$ cat config.mk
export PLATFORM = sky130hd
export DESIGN_NAME = dds_amp_meter
export DESIGN_NICKNAME = d
export VERILOG_FILES = /design/src/rtl/dds_pkg.sv /design/src/rtl/dds_minmax_tracker.sv /design/src/rtl/dds_amp_meter.sv
export SDC_FILE = /design/constraint.sdc
export NUM_CORES = 1
export LEC_CHECK = 0
export BUFFER_PORTS_ARGS = -buffer_cell sky130_fd_sc_hd__buf_2
export CORE_MARGIN = 2
export CORE_UTILIZATION = 45
export DETAILED_ROUTE_END_ITERATION = 12
export GPL_ROUTABILITY_DRIVEN = 0
export PLACE_DENSITY = 0.69
export SLEW_MARGIN = 20
export SYNTH_ARGS = -nofsm -noshare
export SYNTH_HDL_FRONTEND = slang
export SYNTH_SLANG_ARGS = --single-unit
$ cat constraint.sdc
create_clock -name sys_clk -period 2.25 [get_ports sys_clk]
set_input_delay 0.225 -clock sys_clk [delete_from_list [all_inputs] [get_ports sys_clk]]
set_output_delay 0.225 -clock sys_clk [all_outputs]
set_load 0.005 [all_outputs]
$ cat src/rtl/dds_pkg.sv
// Shared definitions for the DDS amplitude meter: default widths and FSM encoding.
package dds_pkg;

    localparam int DATA_BIT_DEF = 14;
    localparam int WIN_W_DEF    = 16;

    localparam logic [1:0] ST_IDLE   = 2'd0;
    localparam logic [1:0] ST_ACQ    = 2'd1;
    localparam logic [1:0] ST_REPORT = 2'd2;

    typedef enum logic [1:0] {
        S_IDLE   = ST_IDLE,
        S_ACQ    = ST_ACQ,
        S_REPORT = ST_REPORT
    } meter_state_t;

endpackage

$ cat src/rtl/dds_minmax_tracker.sv
// Running signed max/min of the accepted samples in the current window.
module dds_minmax_tracker
    import dds_pkg::*;
#(
    parameter int DATA_BIT = DATA_BIT_DEF
) (
    input  logic                       sys_clk,
    input  logic                       rst_n,
    input  logic                       clr,
    input  logic                       en,
    input  logic signed [DATA_BIT-1:0] sample,
    output logic signed [DATA_BIT-1:0] max,
    output logic signed [DATA_BIT-1:0] min
);

    logic first_reg;

    // The first sample after clr seeds both trackers so no sentinel values are needed.
    always_ff @(posedge sys_clk or negedge rst_n) begin
        if (!rst_n) begin
            first_reg <= 1'b1;
            max       <= '0;
            min       <= '0;
        end else if (clr) begin
            first_reg <= 1'b1;
        end else if (en) begin
            first_reg <= 1'b0;
            if (first_reg) begin
                max <= sample;
                min <= sample;
            end else begin
                if (sample > max) max <= sample;
                if (sample < min) min <= sample;
            end
        end
    end

endmodule

$ cat src/rtl/dds_amp_meter.sv
// Windowed amplitude meter: tracks max/min over win_len valid samples, then reports pp and amp.
module dds_amp_meter
    import dds_pkg::*;
#(
    parameter int DATA_BIT = DATA_BIT_DEF,
    parameter int WIN_W    = WIN_W_DEF
) (
    input  logic                       sys_clk,
    input  logic                       rst_n,
    input  logic                       start,
    input  logic                       abort,
    input  logic [WIN_W-1:0]           win_len,
    input  logic signed [DATA_BIT-1:0] dds_data,
    input  logic                       dds_data_en,
    output logic                       busy,
    output logic signed [DATA_BIT-1:0] meas_max,
    output logic signed [DATA_BIT-1:0] meas_min,
    output logic [DATA_BIT:0]          meas_pp,
    output logic [DATA_BIT-1:0]        meas_amp,
    output logic                       meas_valid
);

    meter_state_t              state_reg;
    logic [WIN_W-1:0]          cnt_reg;
    logic                      trk_clr;
    logic                      trk_en;
    logic signed [DATA_BIT-1:0] trk_max;
    logic signed [DATA_BIT-1:0] trk_min;
    logic [DATA_BIT:0]         pp_next;

    assign trk_clr = (state_reg == S_IDLE) && start;
    // abort wins over a coincident sample, so that sample never reaches the trackers
    assign trk_en  = (state_reg == S_ACQ) && dds_data_en && !abort;

    dds_minmax_tracker #(
        .DATA_BIT (DATA_BIT)
    ) u_tracker (
        .sys_clk (sys_clk),
        .rst_n   (rst_n),
        .clr     (trk_clr),
        .en      (trk_en),
        .sample  (dds_data),
        .max     (trk_max),
        .min     (trk_min)
    );

    // One extra bit of sign extension makes max-min exact for any pair of samples.
    assign pp_next = {trk_max[DATA_BIT-1], trk_max} - {trk_min[DATA_BIT-1], trk_min};

    always_ff @(posedge sys_clk or negedge rst_n) begin
        if (!rst_n) begin
            state_reg  <= S_IDLE;
            cnt_reg    <= '0;
            busy       <= 1'b0;
            meas_max   <= '0;
            meas_min   <= '0;
            meas_pp    <= '0;
            meas_amp   <= '0;
            meas_valid <= 1'b0;
        end else begin
            meas_valid <= 1'b0;
            case (state_reg)
                S_IDLE: begin
                    if (start) begin
                        cnt_reg   <= (win_len == '0) ? WIN_W'(1) : win_len;
                        busy      <= 1'b1;
                        state_reg <= S_ACQ;
                    end
                end
                S_ACQ: begin
                    if (abort) begin
                        busy      <= 1'b0;
                        state_reg <= S_IDLE;
                    end else if (dds_data_en) begin
                        cnt_reg <= cnt_reg - WIN_W'(1);
                        if (cnt_reg == WIN_W'(1)) state_reg <= S_REPORT;
                    end
                end
                S_REPORT: begin
                    meas_max   <= trk_max;
                    meas_min   <= trk_min;
                    meas_pp    <= pp_next;
                    meas_amp   <= pp_next[DATA_BIT:1];
                    meas_valid <= 1'b1;
                    busy       <= 1'b0;
                    state_reg  <= S_IDLE;
                end
                default: begin
                    busy      <= 1'b0;
                    state_reg <= S_IDLE;
                end
            endcase
        end
    end

endmodule

==> summary.txt <==
status: finished clean
worst-path maximum fanout: 6
Final Skew: 0.00782 ns
Worst Setup Path Type: register to register
Crit. path cell count: 10
relative slew slack: 51.9%
Lkg Pwr: 3.28 nW
Die W: 111 um
Power Density: 1250 nW/um^2
drt total wl: 13000 um
CTS Buffer Depth: 2
# fillers: 940
# IOs: 94
crit path time final: 2.24 ns
startpoint types: register
met2 WL: 6220 um
# placed instances: 776
FP Rows: 39
R2R Setup Slk: 0.006 ns
Max Slew Vio Count: 0
endpoints failing hold: 0
drt first pass iters: 4
Routed WL per cell: 16.3 um
H-tree depth: 3
slowest stage cell, crit path: dfrtp_1
Syn Nets: 613
Starting Density: 45.6%
Die Y: 111 um
worst vdd ir: 0.000607 V
Via Count: 4320
DR vias/cell: 5.40
# setup viols final: 0
Core ar.: 11300 um^2
mapped cell area: 5140 um^2
max-cap violation count: 0
Slew @ Worst Pin: 0.721 ns
Hold WS: 0.0870 ns
endpoint class of the critical path: register
ys flop type: dfrtp_1
Tot GR Track Use: 21.2%
fin nets: 731
n_diodes: 0
clock root cell: clkbuf_16
clock sink total: 92
Crit path largest cell delay: 0.40 ns
layout cell share with drive strength beyond 1: 35.0%
CP most frequent cell: mux2_4
Ys Warns: 0
crit share post-route: 99.7%
achievable frequency: 446 MHz
Unique masters post-synth: 53
Num CTS Buffers: 9
Clock transition at path regs: 0.06 ns
data arrival time of the critical path: 2.47 ns
Post-synth EDFFs: 0
Seq. cell area: 2300 um^2
WP buf/inv: 2
dpl hpwl: 9390 um
syn avg cell area: 9.63 um^2
initial DRC count: 235
vias in the first global route: 4275
largest net degree at the start of global routing: 56
RSZ-0062 raised after global routing: true
drc violations: 0
port bufs: 93
DRT met1 WL: 5940 um
Synth async-reset ratio: 100%
multi-input logic area: 2860 um^2
hold path cells: 2
CP cell instances: inv_2, ha_4, and4_4, o21ai_2, o211ai_1, a21oi_2, mux2_4, nor2_4, buf_6, mux2_4
post-synthesis register bit count: 92
clock tree from TritonCTS: built
gr ovfl total: 0
antenna viol nets, final: 0
area delta synth->final: 28.9%
Worst Reg-to-Reg Cells: 10
worst slack at placement: -0.100 ns
antenna violations before repair: 0
Largest register FFs: 16
CP delay by family, top: multiplexers
met3 wire length: 634 um
final setup margin: 0.00634 ns
Worst Path Required: 2.48 ns
cells after synthesis: 534
top routing layer used: met4
Hold Path Class: input pin to register
part of the Yosys area used for sequential elements: 44.8%
fin cells: 800
Die Area: 12300 um^2
Clock Latency Late Sink: 0.35 ns
first-pass GRT wire length: 21000 um
[cell usage after synthesis (all sizes together), types with 7 or more instances]
| library cell | count | area, um^2 |
|---|---|---|
| xor2 | 7 | 61.3 |
| nor3 | 12 | 75.1 |
| o21ai | 72 | 368 |
| ha | 43 | 538 |
| nor2b | 7 | 43.8 |
| nand2 | 64 | 240 |
| nand2b | 9 | 56.3 |
| mux2 | 29 | 327 |
| nor2 | 27 | 104 |
| buf | 18 | 125 |
| clkbuf | 15 | 56.3 |
| a21o | 11 | 82.6 |
| dfrtp | 91 | 2280 |
| a21oi | 38 | 198 |
| inv | 32 | 120 |
[through the flow]
step                      area (um^2)  total power [W]  utilization (%)  TNS, ns
after floorplan                  5160          0.00467                -        0
after global placement           5910          0.00573             52.4   -0.108
after detailed placement         5910          0.00586             52.4    -1.36
after CTS                        6430          0.00788             57.1    -1.26
after global routing             6630          0.00880             58.8   -0.953
final                            6630          0.00827             58.8        0
[kinds of logic after synthesis]
family / synth area share [%]
buffers and inverters: 5.87
AOI/OAI and AO/OA: 16.6
muxes: 6.55
xor gates and xnor gates: 1.70
DFF: 44.8
adders and majority gates: 10.9
and+or+nand+nor: 13.7
[final timing paths]
check | end | start
max | u_tracker.max[4] | u_tracker.max[5]
min | state_reg[1] | abort
max reg2reg | u_tracker.max[4] | u_tracker.max[5]
min reg2reg | cnt_reg[12] | cnt_reg[12]
max in group asynchronous | cnt_reg[9] | rst_n
min in group asynchronous | meas_min[3] | rst_n
[power by group]
group          total [W]  switching, W  internal, W  leakage (nW)
Combinational    0.00432       0.00225      0.00207          1.94
Sequential       0.00232      0.000290      0.00203          1.18
Clock            0.00163      0.000634     0.000998         0.159
[layout make-up]
type / instances / area share (%)
Multi-Input combinational cell: 377 / 43.1
Clock inverter: 5 / 1.13
Timing Repair Buffer: 140 / 12.8
Sequential cell: 92 / 34.8
Inverter: 32 / 1.81
Tap cell: 143 / 2.70
Clock buffer: 11 / 3.66
[what timing repair did]
action	CTS	global route
resized for setup	41	31
hold endpoints to repair	50	0
pin swaps	8	12
setup endpoints to repair	23	35
cloned	1	0
setup buffers	4	2
hold buffers	1	0
[cells in the final DEF (no fill, tap or decap), types with 3 or more instances in the layout]
master     Yosys  layout
a21o_1        11      11
a21oi_1       36      32
a21oi_2        2       5
a22oi_1        4       3
buf_2          1      92
buf_4         15      41
buf_6          0       5
clkbuf_16      0       9
clkinv_2       0       3
dfrtp_1       91      91
ha_1          43      35
ha_4           0       8
inv_1         31      25
inv_2          1       7
mux2_4         0      27
nand2_1       64      64
nand2b_1       9       8
nand3_1        6       6
nand4_1        6       6
nor2_1        26      24
nor2b_1        7       6
nor3_1         9       9
nor3b_1        3       3
nor4_1         3       3
o21ai_0       15      14
o21ai_1       55      52
o21ai_2        2       6
o22ai_1        5       5
xnor2_1        3       3
xor2_1         7       7
[metal layers]
metal	GRT usage, %	vias up
met3	4.21	21
met5	0	-
li1	-	2110
met4	7.42	0
met2	34.4	116
met1	28.5	2073
(Power assumes the default switching activity.)
